File: config.mk
export PLATFORM = sky130hd
export DESIGN_NAME = carry_lookahead_16bit
export DESIGN_NICKNAME = d
export VERILOG_FILES = /design/src/rtl/cla_pkg.sv /design/src/rtl/cla_4bit.sv /design/src/rtl/carry_lookahead_16bit.sv
export SDC_FILE = /design/constraint.sdc
export NUM_CORES = 1
export LEC_CHECK = 0
export ABC_AREA = 1
export BUFFER_PORTS_ARGS = -buffer_cell sky130_fd_sc_hd__buf_2
export CORE_MARGIN = 2
export CORE_UTILIZATION = 51
export CTS_CLUSTER_SIZE = 16
export DETAILED_ROUTE_END_ITERATION = 8
export PLACE_DENSITY = 0.84
export SYNTH_ARGS = -nofsm -noshare
export SYNTH_HDL_FRONTEND = slang
export SYNTH_SLANG_ARGS = --single-unit
File: constraint.sdc
create_clock -name clk -period 4.6 [get_ports clk]
set_input_delay 0 -clock clk [delete_from_list [all_inputs] [get_ports clk]]
set_output_delay 0 -clock clk [all_outputs]
set_load 0.005 [all_outputs]
File: src/rtl/cla_pkg.sv
// rtl/cla_pkg.sv - shared widths and word type for the 16-bit carry-lookahead adder
package cla_pkg;
  localparam int unsigned CLA_WIDTH = 16;
  localparam int unsigned CLA_GRP_W = 4;
  localparam int unsigned CLA_NGRP  = 4;

  typedef logic [CLA_WIDTH-1:0] cla_word_t;
endpackage

File: src/rtl/cla_4bit.sv
// rtl/cla_4bit.sv - combinational 4-bit lookahead group: sum bits plus group propagate/generate
module cla_4bit
  import cla_pkg::*;
(
  input  logic [CLA_GRP_W-1:0] a,
  input  logic [CLA_GRP_W-1:0] b,
  input  logic                 ci,
  output logic [CLA_GRP_W-1:0] s,
  output logic                 gp,
  output logic                 gg
);

  logic [CLA_GRP_W-1:0] p;
  logic [CLA_GRP_W-1:0] g;
  logic [CLA_GRP_W-1:0] c;

  always_comb begin
    p = a ^ b;
    g = a & b;

    // Every in-group carry is a flat sum of products of p, g and ci.
    c[0] = ci;
    c[1] = g[0] | (p[0] & ci);
    c[2] = g[1] | (p[1] & g[0]) | (p[1] & p[0] & ci);
    c[3] = g[2] | (p[2] & g[1]) | (p[2] & p[1] & g[0]) | (p[2] & p[1] & p[0] & ci);

    s  = p ^ c;
    gp = &p;
    gg = g[3] | (p[3] & g[2]) | (p[3] & p[2] & g[1]) | (p[3] & p[2] & p[1] & g[0]);
  end

endmodule

File: src/rtl/carry_lookahead_16bit.sv
// rtl/carry_lookahead_16bit.sv - registered 16-bit two-level CLA adder; CLA_OVERFLOW_EN adds the ovf output
module carry_lookahead_16bit
  import cla_pkg::*;
(
  input  logic                 clk,
  input  logic                 rst_n,
  input  logic [CLA_WIDTH-1:0] a,
  input  logic [CLA_WIDTH-1:0] b,
  input  logic                 cin,
  output logic [CLA_WIDTH-1:0] sum,
`ifdef CLA_OVERFLOW_EN
  output logic                 cout,
  output logic                 ovf
`else
  output logic                 cout
`endif
);

  logic [CLA_NGRP-1:0] gp;
  logic [CLA_NGRP-1:0] gg;
  logic [CLA_NGRP:0]   gc;
  cla_word_t           sum_d, sum_q;
  logic                cout_d, cout_q;

  for (genvar k = 0; k < CLA_NGRP; k++) begin : g_grp
    cla_4bit u_grp (
      .a  (a[k*CLA_GRP_W +: CLA_GRP_W]),
      .b  (b[k*CLA_GRP_W +: CLA_GRP_W]),
      .ci (gc[k]),
      .s  (sum_d[k*CLA_GRP_W +: CLA_GRP_W]),
      .gp (gp[k]),
      .gg (gg[k])
    );
  end

  // Second-level lookahead: group carries never wait on a lower group's carry.
  always_comb begin
    gc[0] = cin;
    gc[1] = gg[0] | (gp[0] & cin);
    gc[2] = gg[1] | (gp[1] & gg[0]) | (gp[1] & gp[0] & cin);
    gc[3] = gg[2] | (gp[2] & gg[1]) | (gp[2] & gp[1] & gg[0])
          | (gp[2] & gp[1] & gp[0] & cin);
    gc[4] = gg[3] | (gp[3] & gg[2]) | (gp[3] & gp[2] & gg[1])
          | (gp[3] & gp[2] & gp[1] & gg[0]) | (gp[3] & gp[2] & gp[1] & gp[0] & cin);
    cout_d = gc[4];
  end

  always_ff @(posedge clk) begin
    if (!rst_n) begin
      sum_q  <= '0;
      cout_q <= 1'b0;
    end else begin
      sum_q  <= sum_d;
      cout_q <= cout_d;
    end
  end

  assign sum  = sum_q;
  assign cout = cout_q;

`ifdef CLA_OVERFLOW_EN
  logic ovf_d, ovf_q;

  // Carry into bit 15 is recovered from that bit's sum and propagate.
  always_comb begin
    ovf_d = (a[CLA_WIDTH-1] ^ b[CLA_WIDTH-1] ^ sum_d[CLA_WIDTH-1]) ^ cout_d;
  end

  always_ff @(posedge clk) begin
    if (!rst_n) ovf_q <= 1'b0;
    else        ovf_q <= ovf_d;
  end

  assign ovf = ovf_q;
`endif

endmodule

# [Yosys cells after proc, flatten, opt, wreduce, memory -nomap -nowiden]
# Index checks and enable logic that the tools add are counted.
[classes] bitwise_logic=130 n_reduce_logical=4
[ops] operator="$and A1 B1 Y1" count=72
[ops] operator="$or A1 B1 Y1" count=46
[ops] operator="$xor A4 B4 Y4" count=8
[ops] operator="$and A4 B4 Y4" count=4
[ops] operator="$reduce_and A4 Y1" count=4
[word_totals] register_bits=17 input_bits=35 wordCells=136 output_inout_bits=17

# [Depth between registers and ports, before layout]
# Gate-level depths: netlist of run 1.
[logic_depth] ltp_word=12 mapped_depth=12

# [Cells and area by module]
# A second synthesis of run 1 with hierarchy kept.
[unflattened] hier_cells=202 hier_area_um2=1375.1
[modules_own_cells] mod="cla_4bit at g_grp[1].u_grp ..." cells_per_inst=33 area_each_um2=203.9 seq_area_each_um2=0.0 n_inst=3
[modules_own_cells] mod="carry_lookahead_16bit" cells_per_inst=71 area_each_um2=561.8 seq_area_each_um2=340.3 n_inst=1
[modules_own_cells] mod="cla_4bit at g_grp[0].u_grp" cells_per_inst=32 area_each_um2=201.4 seq_area_each_um2=0.0 n_inst=1

# [Least setup slack after synthesis of run 1]
# OpenSTA, ideal clock, no wires.
[synth_path] path_kind="input port to flip-flop" start="in a[10]" end="reg sum_q[13], in the netlist sum[13]" path_stages=10 setup_ns=0.119 n_path_buf=0 t_arrival_ns=1.374 slack_ns=3.107 path_cell_list="ha_1 > nand2_1 > nor2_4 > and2_4 > nand2_1 > nand2_1 > inv_1 > fa_1 > xor2_1 > nor2_1"
[synth_via] elab_chain_len=11 elab_cells_between_ends=22
[synth_rtl] item="from (decl)" line_no="carry_lookahead_16bit.sv:7" rtl="input logic [CLA_WIDTH-1:0] a,"
[synth_rtl] item="$and A4 B4 Y4 or $xor A4 B4 Y4 (tied branches)" line_no="cla_4bit.sv:19, cla_4bit.sv:18"
[synth_rtl] item="$and A1 B1 Y1" line_no="cla_4bit.sv:29" rtl="gg = g[3] | (p[3] & g[2]) | (p[3] & p[2] & g[1]) | (p[3] & p[2] & p[1] & g[0]);"
[synth_rtl] item="$or A1 B1 Y1 or $and A1 B1 Y1 (tied branches) (2 in series)" line_no="cla_4bit.sv:29"
[synth_rtl] item="$or A1 B1 Y1" line_no="cla_4bit.sv:29"
[synth_rtl] item="$or A1 B1 Y1 (2 in series)" line_no="carry_lookahead_16bit.sv:41" rtl="gc[3] = gg[2] | (gp[2] & gg[1]) | (gp[2] & gp[1] & gg[0])"
[synth_rtl] item="$or A1 B1 Y1 *" line_no="carry_lookahead_16bit.sv:42" rtl="| (gp[2] & gp[1] & gp[0] & cin);"
[synth_rtl] item="$and A1 B1 Y1 *" line_no="cla_4bit.sv:23" rtl="c[1] = g[0] | (p[0] & ci);"
[synth_rtl] item="$or A1 B1 Y1 *" line_no="cla_4bit.sv:23"
[synth_rtl] item="$xor A4 B4 Y4 *" line_no="cla_4bit.sv:27" rtl="s = p ^ c;"
[synth_rtl] item="to (signal assigned)" line_no="carry_lookahead_16bit.sv:53" rtl="sum_q <= sum_d;"
[synth_rtl] item="to (decl)" line_no="carry_lookahead_16bit.sv:22" rtl="cla_word_t sum_d, sum_q;"
# Every way passes the cells marked *; elsewhere a longest branch is shown, timed or not.
# A chain may end at the register's enable or synchronous reset.

# [Worst setup path in the final report of run 1]
# Ends and elaborated chain as after synthesis.

==> results of run 1 <==
## state kept, by name (all words and copies together), names as in the netlist
register / cells
sum: 16
cout: 1
## final cells by class
type                            instances  area (sq um)
Multi-Input combinational cell        117           739
Inverter                               32           120
Fill cell                             205           717
Clock buffer                            4          26.3
Tap cell                               28          35.0
Timing Repair Buffer                   51           255
Sequential cell                        17           340
## cells in the final DEF, fill, tap and decap left out
cell	n
sky130_fd_sc_hd__buf_2	51
sky130_fd_sc_hd__nand2_1	39
sky130_fd_sc_hd__inv_1	32
sky130_fd_sc_hd__nor2_1	20
sky130_fd_sc_hd__dfxtp_1	17
sky130_fd_sc_hd__ha_1	16
sky130_fd_sc_hd__a21oi_1	10
sky130_fd_sc_hd__nand3_1	9
sky130_fd_sc_hd__fa_1	4
sky130_fd_sc_hd__nand2_2	3
sky130_fd_sc_hd__a221oi_1	3
sky130_fd_sc_hd__xor2_1	3
sky130_fd_sc_hd__clkbuf_4	3
sky130_fd_sc_hd__o21ai_0	2
sky130_fd_sc_hd__nor2_4	1
sky130_fd_sc_hd__nor2_2	1
sky130_fd_sc_hd__and2_4	1
sky130_fd_sc_hd__xnor2_1	1
sky130_fd_sc_hd__o21bai_1	1
sky130_fd_sc_hd__o21ai_1	1
sky130_fd_sc_hd__a211oi_1	1
sky130_fd_sc_hd__nand4_1	1
sky130_fd_sc_hd__clkbuf_1	1
## kinds of logic after synthesis
group,after synthesis
AO/OA/AOI/OAI,18
flip-flops,17
AND/OR/NAND/NOR,75
buffers and inverters,33
adder cells (fa/ha/maj),20
XOR/XNOR,4
## power breakdown
part	leakage [nW]	total, mW	switching (mW)	internal [mW]
sequential	0.142	0.170	0.00408	0.166
combinational	0.765	0.138	0.0763	0.0622
clock	0.0150	0.0797	0.0461	0.0336
## final timing paths
path,slack [ns],endpoint,startpoint,cells after the start
setup / recovery,3.14,sum[13],a[10],11
hold / removal,0.05,sum[7],rst_n,3
## metal layers
metal	wire, um	vias up	GRT usage [%]
met2	1140	52	35.4
li1	-	628	-
met1	1150	534	24.0
met3	155	2	2.86
met5	0	-	0
met4	27	0	8.12
## through the flow
stage	hold WS [ns]	area [sq um]	cells
after floorplan	0.182	1210	167
after global placement	0.353	1490	245
after detailed placement	0.355	1490	245
after CTS	0.0509	1520	249
after global routing	0.0498	1520	249
final	0.0523	1520	249
==> metrics.cfg, run 1 <==
[clocking]
htree_levels=1
cts_buffer_depth=2
worst_setup_hold_path_clk_slew_ns=0.10
number_of_setup_buffers_added_after_cts=0
cts_num_sinks=17
cts_hold_buf=0
cts_root_buf=sky130_fd_sc_hd__clkbuf_4
tritoncts=built
cts_inserted_buffers=3
postCtsResizedCells=0

[synthesis]
syn_avg_cell_area_sq_um=7.23
synth_mux_area_share_pct=0
netlist-cell-type-count=21
synth_edf_count=0
syn_area_sq_um=1210
postSynthCellCount=167
synth-compound-area-share_pct=8.81
synth-warning-count=0
synth_simple_gate_area_share_pct=26.3
async_reset_ff_share_pct=0
postSynthNetCount=222
synth.top_cell.area_share_pct=28.2
synth_common_cells=39 x sky130_fd_sc_hd__nand2_1, 32 x sky130_fd_sc_hd__inv_1, 20 x sky130_fd_sc_hd__nor2_1
synth_sequential_area_ratio_pct=28.2
post_synth_main_area_contributors=sky130_fd_sc_hd__dfxtp_1 28%, sky130_fd_sc_hd__ha_1 17%, sky130_fd_sc_hd__nand2_1 12%
area_leader_netlist=sky130_fd_sc_hd__dfxtp_1
synthAdderAreaFrac_pct=23.2
synth_most_common_cell=sky130_fd_sc_hd__nand2_1
yosys_register_bits=17
synth_ff_type=sky130_fd_sc_hd__dfxtp_1
synth_top_family_by_area=simple AND/OR/NAND/NOR gates
synth-xor-area-share_pct=2.90

[sta]
period_needed_ns=1.46
drv_slew=0
highest_clock_rate_mhz=686
totalNegativeSetupSlack_ns=0
finalHoldViolations=0
timing.max_slew.rel_slack_pct=78.0
final-setup-viol-count=0
timing_worst_slew_pin_value_ns=0.330
setup_ws_ns=3.14
unrepaired_setup_endpoints_after_global_routing=no
post-route-period-util_pct=31.7

[global_routing]
grt_antenna_before_repair=0
first_global_vias=1115
global_route_wire_length_before_repair_mm=4.20
grt_remaining_overflow=0
grt_start_max_net_pins=12
grtUsageTotal_pct=20.0

[floorplanning]
initial_cell_density_of_the_core_pct=54.1
core_rows=17
floorplan.die.height_um=52.7
placeableCoreArea_sq_um=2230
die_area_sq_um=2770
die_w_um=52.7
io_pins=52

[place]
port-buffer-count=51
preCtsSetupSlack_ns=2.85
place.detailed.hpwl_mm=2.03
gp_congestion=0.806

[detailed_routing]
drt_first_pass_iters=7
detail_route.drc_violations=2
post_detailed_route_count_of_antenna_violating_nets=0
routedWlPerCell_um=9.94
drt_iter0_drc=31
num_vias=1216
drt_wl_total_mm=2.47
route.detailed.vias_per_inst=4.88

[setup_path]
critPathRequiredTime_ns=4.77
worst-endpoint-arrival_ns=1.63
worstSetupStartpointType=input port
crit_fanout=4
max_stage_delay_ns=0.38
cp_cell_sequence=buf_2, ha_1, nand2_1, nor2_4, and2_4, nand2_1, nand2_1, inv_1, fa_1, xor2_1, nor2_1
crit_top_cell=sky130_fd_sc_hd__nand2_1
crit_path_top_delay_cell=sky130_fd_sc_hd__fa_1
worstSetupEndpointType=flop
cp_top_family=adder cells
worst-setup-path-type=input port to flop
worstPathBufferInverterCount=2

[pwr]
vdd.ir_drop.worst_mv=0.169
p_leak_nw=0.921
power.density_nw_per_um2=256
finalPower_uw=388

[layout]
final_net_count=277
post-route-util_pct=67.9
final_layout_size_suffix_gt1_share_pct=27.1
diodes=0
area_growth_syn_to_layout_pct=25.6

[run_status]
status=complete, but fails checks
violations=design-rule violations

[worst_hold_path]
timing.hold.worst.class=input port to flop

[flow_run]
drv.max_cap_violation_count=0

Note: power is estimated with default switching activity, not from simulation.
==> run 2, diff against run 1 <==
--- a/config.mk
+++ b/config.mk
@@ -5,13 +5,13 @@
 export SDC_FILE = /design/constraint.sdc
 export NUM_CORES = 1
 export LEC_CHECK = 0
-export ABC_AREA = 1
+export ABC_AREA = 0
 export BUFFER_PORTS_ARGS = -buffer_cell sky130_fd_sc_hd__buf_2
 export CORE_MARGIN = 2
-export CORE_UTILIZATION = 51
+export CORE_UTILIZATION = 42
 export CTS_CLUSTER_SIZE = 16
 export DETAILED_ROUTE_END_ITERATION = 8
-export PLACE_DENSITY = 0.84
+export PLACE_DENSITY = 0.74
 export SYNTH_ARGS = -nofsm -noshare
 export SYNTH_HDL_FRONTEND = slang
 export SYNTH_SLANG_ARGS = --single-unit
==> constraint.sdc (replaced) <==
create_clock -name clk -period 1.29 [get_ports clk]
set_input_delay 0 -clock clk [delete_from_list [all_inputs] [get_ports clk]]
set_output_delay 0 -clock clk [all_outputs]
set_load 0.005 [all_outputs]
==> run 2 against run 1 <==
The run ends with negative setup slack left; worst setup slack got worse by 3.4 ns; first-iteration DRC count fell by 55%; combinational power rose to 5.8 times the previous value; die area rose by 20%; non-clock buffer count rose by 31; global-route usage fell by 0.53 points; core utilization rose by 6.1 points; sequential share of layout area fell by 5.6 points; largest power group is now combinational cells; highest routed layer unchanged.
==> metrics.cfg, run 2 <==
[layout]
finalInstanceArea_sq_um=2020  ; +33%
mostFrequentLayoutCells=45 x sky130_fd_sc_hd__buf_2, 28 x sky130_fd_sc_hd__buf_4, 17 x sky130_fd_sc_hd__dfxtp_1
final_instance_count_excl_fillers=245  ; -1.6%
largest_register_ff_count=16  ; unchanged
n_fill_cell=211  ; +2.9%
most_common_cell_after_layout_fill_and_taps_aside=sky130_fd_sc_hd__buf_2
diodes=0  ; unchanged
final_layout_size_suffix_gt1_share_pct=54.2  ; +27 points
final_net_count=270  ; -2.5%
area_growth_syn_to_layout_pct=67.5

[synthesis]
async_reset_ff_share_pct=0  ; unchanged
synth_edf_count=0  ; unchanged
area_leader_netlist=sky130_fd_sc_hd__dfxtp_1
post_synth_main_area_contributors=sky130_fd_sc_hd__dfxtp_1 28%, sky130_fd_sc_hd__ha_1 17%, sky130_fd_sc_hd__fa_1 6.6%
synth.top_cell.area_share_pct=28.2  ; unchanged
synth_sequential_area_ratio_pct=28.2  ; unchanged
synth-compound-area-share_pct=19.0  ; +10 points
synthAdderAreaFrac_pct=23.2  ; unchanged
synth_ff_type=sky130_fd_sc_hd__dfxtp_1
synth_top_family_by_area=adder cells
synth-warning-count=0  ; unchanged
yosys_register_bits=17  ; unchanged
syn_avg_cell_area_sq_um=9.29  ; +28%
postSynthNetCount=185  ; -17%
synth_most_common_cell=sky130_fd_sc_hd__dfxtp_1
synth_simple_gate_area_share_pct=19.8  ; -6.5 points
synth_mux_area_share_pct=1.66  ; +1.7 points
syn_area_sq_um=1210  ; unchanged
synth-xor-area-share_pct=5.08  ; +2.2 points
postSynthCellCount=130  ; -22%
synth_common_cells=17 x sky130_fd_sc_hd__dfxtp_1, 16 x sky130_fd_sc_hd__ha_1, 8 x sky130_fd_sc_hd__inv_1
netlist-cell-type-count=40  ; +90%

[setup_path]
worstSetupStartpointType=input port
worstSetupEndpointType=flop
worst-endpoint-arrival_ns=1.76  ; +0.13 ns
worst-setup-path-type=input port to flop
critPathRequiredTime_ns=1.54  ; -3.23 ns
crit_fanout=2  ; -2

[pwr]
p_sw_uw=546  ; +330%
comb_power_share_pct=46.6  ; +11 points
power.density_nw_per_um2=846  ; +230%
power.share.clock_pct=17.8  ; -2.8 points
cell_internal_pwr_mw=1.16  ; +350%
p_leak_nw=0.965  ; +4.8%
power.share.sequential_pct=35.7  ; -8.0 points
vdd.ir_drop.worst_mv=0.641  ; +280%
power.share.switching_pct=31.9  ; -0.69 points

[sta]
period_needed_ns=1.52
totalNegativeSetupSlack_ns=-0.873  ; -0.873 ns
final-setup-viol-count=7  ; +7
unrepaired_setup_endpoints_after_global_routing=yes
post-route-period-util_pct=117
finalHoldWorstSlack_ns=0.0317  ; -0.0206 ns
finalHoldViolations=0  ; unchanged
timing_worst_slew_pin_value_ns=0.355  ; +0.0247 ns
timing.max_slew.rel_slack_pct=76.4  ; -1.6 points
highest_clock_rate_mhz=660
setup_ws_ns=-0.225  ; -3.37 ns
drv_slew=0  ; unchanged

[detailed_routing]
num_vias=1263  ; +3.9%
routedWlPerCell_um=12.9  ; +30%
drt_wl_total_mm=3.17  ; +28%
route.detailed.vias_per_inst=5.16  ; +5.6%
detail_route.drc_violations=0  ; -2
drt_first_pass_iters=4  ; -3
post_detailed_route_count_of_antenna_violating_nets=0  ; unchanged
drt_iter0_drc=14  ; -55%

[worst_hold_path]
timing.hold.worst.class=input port to flop

[floorplanning]
die_area_sq_um=3320  ; +20%
io_pins=52  ; unchanged
floorplan.die.height_um=57.6  ; +9.4%
initial_cell_density_of_the_core_pct=44.2  ; -9.9 points
core_rows=19  ; +2
placeableCoreArea_sq_um=2730  ; +22%
die_w_um=57.6  ; +9.4%

[global_routing]
grtUsageTotal_pct=19.5  ; -0.53 points
grt_antenna_before_repair=0  ; unchanged
grt_remaining_overflow=0  ; unchanged
first_global_vias=1287  ; +15%
grt_start_max_net_pins=24  ; +12
global_route_wire_length_before_repair_mm=5.09  ; +21%

[place]
gp_congestion=0.773  ; -4.1%
place.detailed.hpwl_mm=2.41  ; +19%
dpl-instance-area_sq_um=1800  ; +21%
port-buffer-count=51  ; unchanged
placed_cells_incl_taps=237  ; -3.3%

[clocking]
cts_root_buf=sky130_fd_sc_hd__clkbuf_4
htree_levels=1  ; unchanged
tritoncts=built
cts_hold_buf=0  ; unchanged
cts_inserted_buffers=3  ; unchanged
cts_num_sinks=17  ; unchanged
cts_buffer_depth=2  ; unchanged
worst_setup_hold_path_clk_slew_ns=0.10  ; about the same

[run_status]
status=complete, but fails checks
violations=negative setup slack

[flow_run]
drv.max_cap_violation_count=0  ; unchanged

## run 2: power groups by stage
stage / clock (mW) / combinational [mW] / sequential [mW]
after floorplan: 0 / 0.367 / 0.635
after global placement: 0 / 0.659 / 0.620
after detailed placement: 0 / 0.689 / 0.622
after CTS: 0.301 / 0.748 / 0.610
after global routing: 0.322 / 0.874 / 0.614
final: 0.304 / 0.797 / 0.610
## run 2: final cells by class
type / instances / area [sq um] / share of cell area, %
multi-input combinational: 103 / 1040 / 51.5
timing repair buffer: 82 / 544 / 26.9
sequential: 17 / 340 / 16.8
tap: 31 / 38.8 / 1.92
inverter: 8 / 30.0 / 1.49
clock buffer: 4 / 26.3 / 1.30
## run 2: cells by family (layout without fill, tap and decap cells)
family,Yosys count,after routing
and+or+nand+nor,42,42
DFF,17,17
muxes,2,2
xor gates and xnor gates,7,7
AOI/OAI and AO/OA,32,32
buffers and inverters,10,94
adders and majority gates,20,20
## run 2: path summary, 6_finish.rpt
| kind | start | to | slack (ns) | depth (start not counted) |
|---|---|---|---|---|
| max | b[0] | sum[12] | -0.23 | 9 |
| min | b[15] | cout | 0.03 | 3 |
## run 2: per-layer routing
metal / part of all wire [%] / track usage [%] / vias to the layer above
met5: 0 / 0 / -
met4: 2.3 / 9.30 / 0
met3: 4.9 / 1.79 / 9
met2: 56 / 39.4 / 38
met1: 37 / 19.4 / 585
li1: - / - / 631
## run 2: timing repair
| action | CTS | global route |
|---|---|---|
| gates resized for setup | 19 | 10 |
| endpoints found under the hold margin | 0 | 0 |
| buffers inserted | 2 | 2 |
| setup endpoints to repair | 10 | 9 |
| pin swaps | 19 | 6 |
## run 2: critical path, cell delays in order
cell	delay [ns]
sky130_fd_sc_hd__buf_8	0.10
sky130_fd_sc_hd__ha_4	0.24
sky130_fd_sc_hd__a211oi_4	0.22
sky130_fd_sc_hd__o21ai_2	0.10
sky130_fd_sc_hd__a21o_1	0.18
sky130_fd_sc_hd__a31o_1	0.25
sky130_fd_sc_hd__a21oi_2	0.15
sky130_fd_sc_hd__fa_1	0.42
sky130_fd_sc_hd__nor2b_1	0.11
## run 2: stage by stage
| stage | util [%] | worst slack, ns | power (mW) |
|---|---|---|---|
| after floorplan | - | -0.432 | 1.00 |
| after global placement | 65.8 | -0.542 | 1.28 |
| after detailed placement | 65.8 | -0.599 | 1.31 |
| after CTS | 70.8 | -0.260 | 1.66 |
| after global routing | 74.0 | -0.296 | 1.81 |
| final | 74.0 | -0.225 | 1.71 |
==> run 3, diff against run 2 <==
--- a/config.mk
+++ b/config.mk
@@ -12,6 +12,7 @@
 export CTS_CLUSTER_SIZE = 16
 export DETAILED_ROUTE_END_ITERATION = 8
 export PLACE_DENSITY = 0.74
+export SETUP_SLACK_MARGIN = 0.05
 export SYNTH_ARGS = -nofsm -noshare
 export SYNTH_HDL_FRONTEND = slang
 export SYNTH_SLANG_ARGS = --single-unit
==> run 3 against run 2 <==
Sequential share of layout area grew 0.62 points; via count shrank 1.5%; combinational power shrank 5.8%; non-clock buffer count grew 1; fmax shrank 4.0%; sequential power is essentially flat; clock power is essentially flat; cell count grew 0.41%; global-route usage shrank 0.58 points; wire length shrank 3.6%; critical path type unchanged; the run still ends with negative setup slack left; worst hold slack is essentially flat.
==> metrics.cfg, run 3 (synthesis gave the netlist of run 2 again) <==
[pwr]
vdd.ir_drop.worst_mv=0.560  ; -13%
p_leak_nw=0.956  ; -0.96%
power.density_nw_per_um2=853  ; +0.86%
finalPower_mw=1.66  ; -2.7%

[detailed_routing]
num_vias=1244  ; -1.5%
post_detailed_route_count_of_antenna_violating_nets=0  ; unchanged
detail_route.drc_violations=0  ; unchanged
drt_iter0_drc=14  ; unchanged
drt_wl_total_mm=3.05  ; -3.6%
drt_first_pass_iters=4  ; unchanged
route.detailed.vias_per_inst=5.06  ; -1.9%
routedWlPerCell_um=12.4  ; -4.0%

[global_routing]
grt_start_max_net_pins=24  ; unchanged
top_usage_layer=met2
grtUsageMet1_pct=20.3  ; +0.92 points
global_route.usage.met2_pct=37.3  ; -2.1 points
use_met3_pct=2.01  ; +0.22 points
global_route_wire_length_before_repair_mm=5.00  ; -1.8%
grtUsageTotal_pct=18.9  ; -0.58 points
first_global_vias=1252  ; -2.7%
grt_remaining_overflow=0  ; unchanged
grt_antenna_before_repair=0  ; unchanged

[sta]
timing_worst_slew_pin_value_ns=0.360  ; +0.00528 ns
highest_clock_rate_mhz=633  ; -4.0%
finalHoldViolations=0  ; unchanged
final-setup-viol-count=9  ; +2
unrepaired_setup_endpoints_after_global_routing=yes
drv_slew=0  ; unchanged
setup_ws_ns=-0.289  ; -0.0634 ns
timing.max_slew.rel_slack_pct=76.0  ; -0.35 points
post-route-period-util_pct=122  ; +4.9 points
period_needed_ns=1.58  ; +0.0634 ns

[clocking]
cts_root_buf=sky130_fd_sc_hd__clkbuf_4
cts_buffer_depth=2  ; unchanged
htree_levels=1  ; unchanged
tritoncts=built
worst_setup_hold_path_clk_slew_ns=0.11  ; about the same
cts_inserted_buffers=3  ; unchanged
cts_num_sinks=17  ; unchanged

[worst_hold_path]
timing.hold.worst.class=input port to flop
worstHoldStart=b[15]
hold-path-cell-count=3  ; unchanged
timing.hold.worst_endpoint=cout

[place]
gp_congestion=0.841  ; +8.8%
place.detailed.hpwl_mm=2.32  ; -3.6%
dpl-instance-area_sq_um=1810  ; +0.42%
port-buffer-count=51  ; unchanged

[layout]
mostFrequentLayoutCells=47 x sky130_fd_sc_hd__buf_2, 32 x sky130_fd_sc_hd__buf_4, 17 x sky130_fd_sc_hd__dfxtp_1
largest_register_ff_count=16  ; unchanged
diodes=0  ; unchanged
ff_latch_area_sq_um=340  ; unchanged
finalInstanceArea_sq_um=1950  ; -3.5%
final_layout_size_suffix_gt1_share_pct=52.1  ; -2.1 points
final_net_count=271  ; +0.37%
multi_input_gate_area_in_the_final_layout_sq_um=990  ; -5.0%
n_fill_cell=197  ; -6.6%
most_common_cell_after_layout_fill_and_taps_aside=sky130_fd_sc_hd__buf_2
area_growth_syn_to_layout_pct=61.6

[setup_path]
worstSetupEndpointType=flop
max_stage_delay_ns=0.43  ; about the same
worstSetupStartpointType=input port
crit_path_top_delay_cell=sky130_fd_sc_hd__fa_1
cp_cell_sequence=buf_6, ha_4, o211ai_1, nor2_1, a21o_1, a31o_1, a21oi_2, fa_1, nor2b_1
cp_top_family=compound AO/OA/AOI/OAI gates
worst-endpoint-arrival_ns=1.82  ; +0.06 ns
critPathRequiredTime_ns=1.53  ; about the same
worstPathBufferInverterCount=1  ; unchanged
worst-setup-path-type=input port to flop
crit_fanout=2  ; unchanged

[floorplanning]
placeableCoreArea_sq_um=2730  ; unchanged
initial_cell_density_of_the_core_pct=44.2  ; unchanged
core_rows=19  ; unchanged
floorplan.die.height_um=57.6  ; unchanged
die_area_sq_um=3320  ; unchanged
io_pins=52  ; unchanged
die_w_um=57.6  ; unchanged

[run_status]
status=complete, but fails checks
violations=negative setup slack

[flow_run]
drv.max_cap_violation_count=0  ; unchanged

## run 3: cell types whose count changed in the layout (fill, tap and decap cells not counted), moves of 2 or more
cell / change
sky130_fd_sc_hd__buf_2: +2
sky130_fd_sc_hd__buf_4: +4
sky130_fd_sc_hd__buf_6: -4
sky130_fd_sc_hd__ha_1: +2
sky130_fd_sc_hd__ha_4: -2
sky130_fd_sc_hd__o21ai_1: +2
## run 3: worst max path at each step
stage,start,slack (ns),to,cells past startpoint
finish,b[3],-0.29,sum[12],9
global route,a[5],-0.32,sum[13],10
CTS,b[0],-0.26,sum[12],9
detailed placement,b[7],-0.60,sum[13],10
global placement,a[7],-0.56,sum[13],10
floorplan,a[0],-0.43,sum[12],8
## run 3: where the power goes
part	total, mW	internal [mW]	switching (mW)
sequential	0.610	0.595	0.0155
combinational	0.751	0.423	0.328
clock	0.303	0.116	0.187
total	1.66	1.13	0.531
## run 3: area by class of cell
type / instances / area share [%]
Timing Repair Buffer: 83 / 26.9
Clock buffer: 3 / 1.15
Inverter: 8 / 1.54
Multi-Input combinational cell: 103 / 50.7
Clock inverter: 1 / 0.257
Tap cell: 31 / 1.99
Sequential cell: 17 / 17.4
## run 3: timing repair
item	CTS	global route
pin swaps	11	11
setup buffers	3	2
resized for setup	13	6
setup endpoints to repair	9	12
hold buffers	0	0
## run 3: tightest hold or removal path, stage by stage
cell	delay [ns]
sky130_fd_sc_hd__buf_2	0.08
sky130_fd_sc_hd__ha_1	0.13
sky130_fd_sc_hd__a21o_1	0.10
## run 3: per-stage QoR
stage          worst slack (ns)  hold WS [ns]  cells  setup TNS [ns]  utilization (%)
2_1_floorplan            -0.432         0.224    130           -1.76                -
3_3_place_gp             -0.558         0.328    238           -4.48             66.1
3_5_place_dp             -0.605         0.349    238           -4.75             66.1
4_1_cts                  -0.258        0.0258    245           -1.12             70.2
5_1_grt                  -0.318        0.0490    246           -1.83             71.4
6_report                 -0.289        0.0320    246           -1.47             71.4
## run 3: per-layer routing
layer,share of wire [%],vias to the layer above
li1,-,628
met1,41,575
met2,54,35
met3,3.5,6
met4,1.6,0
met5,0,-
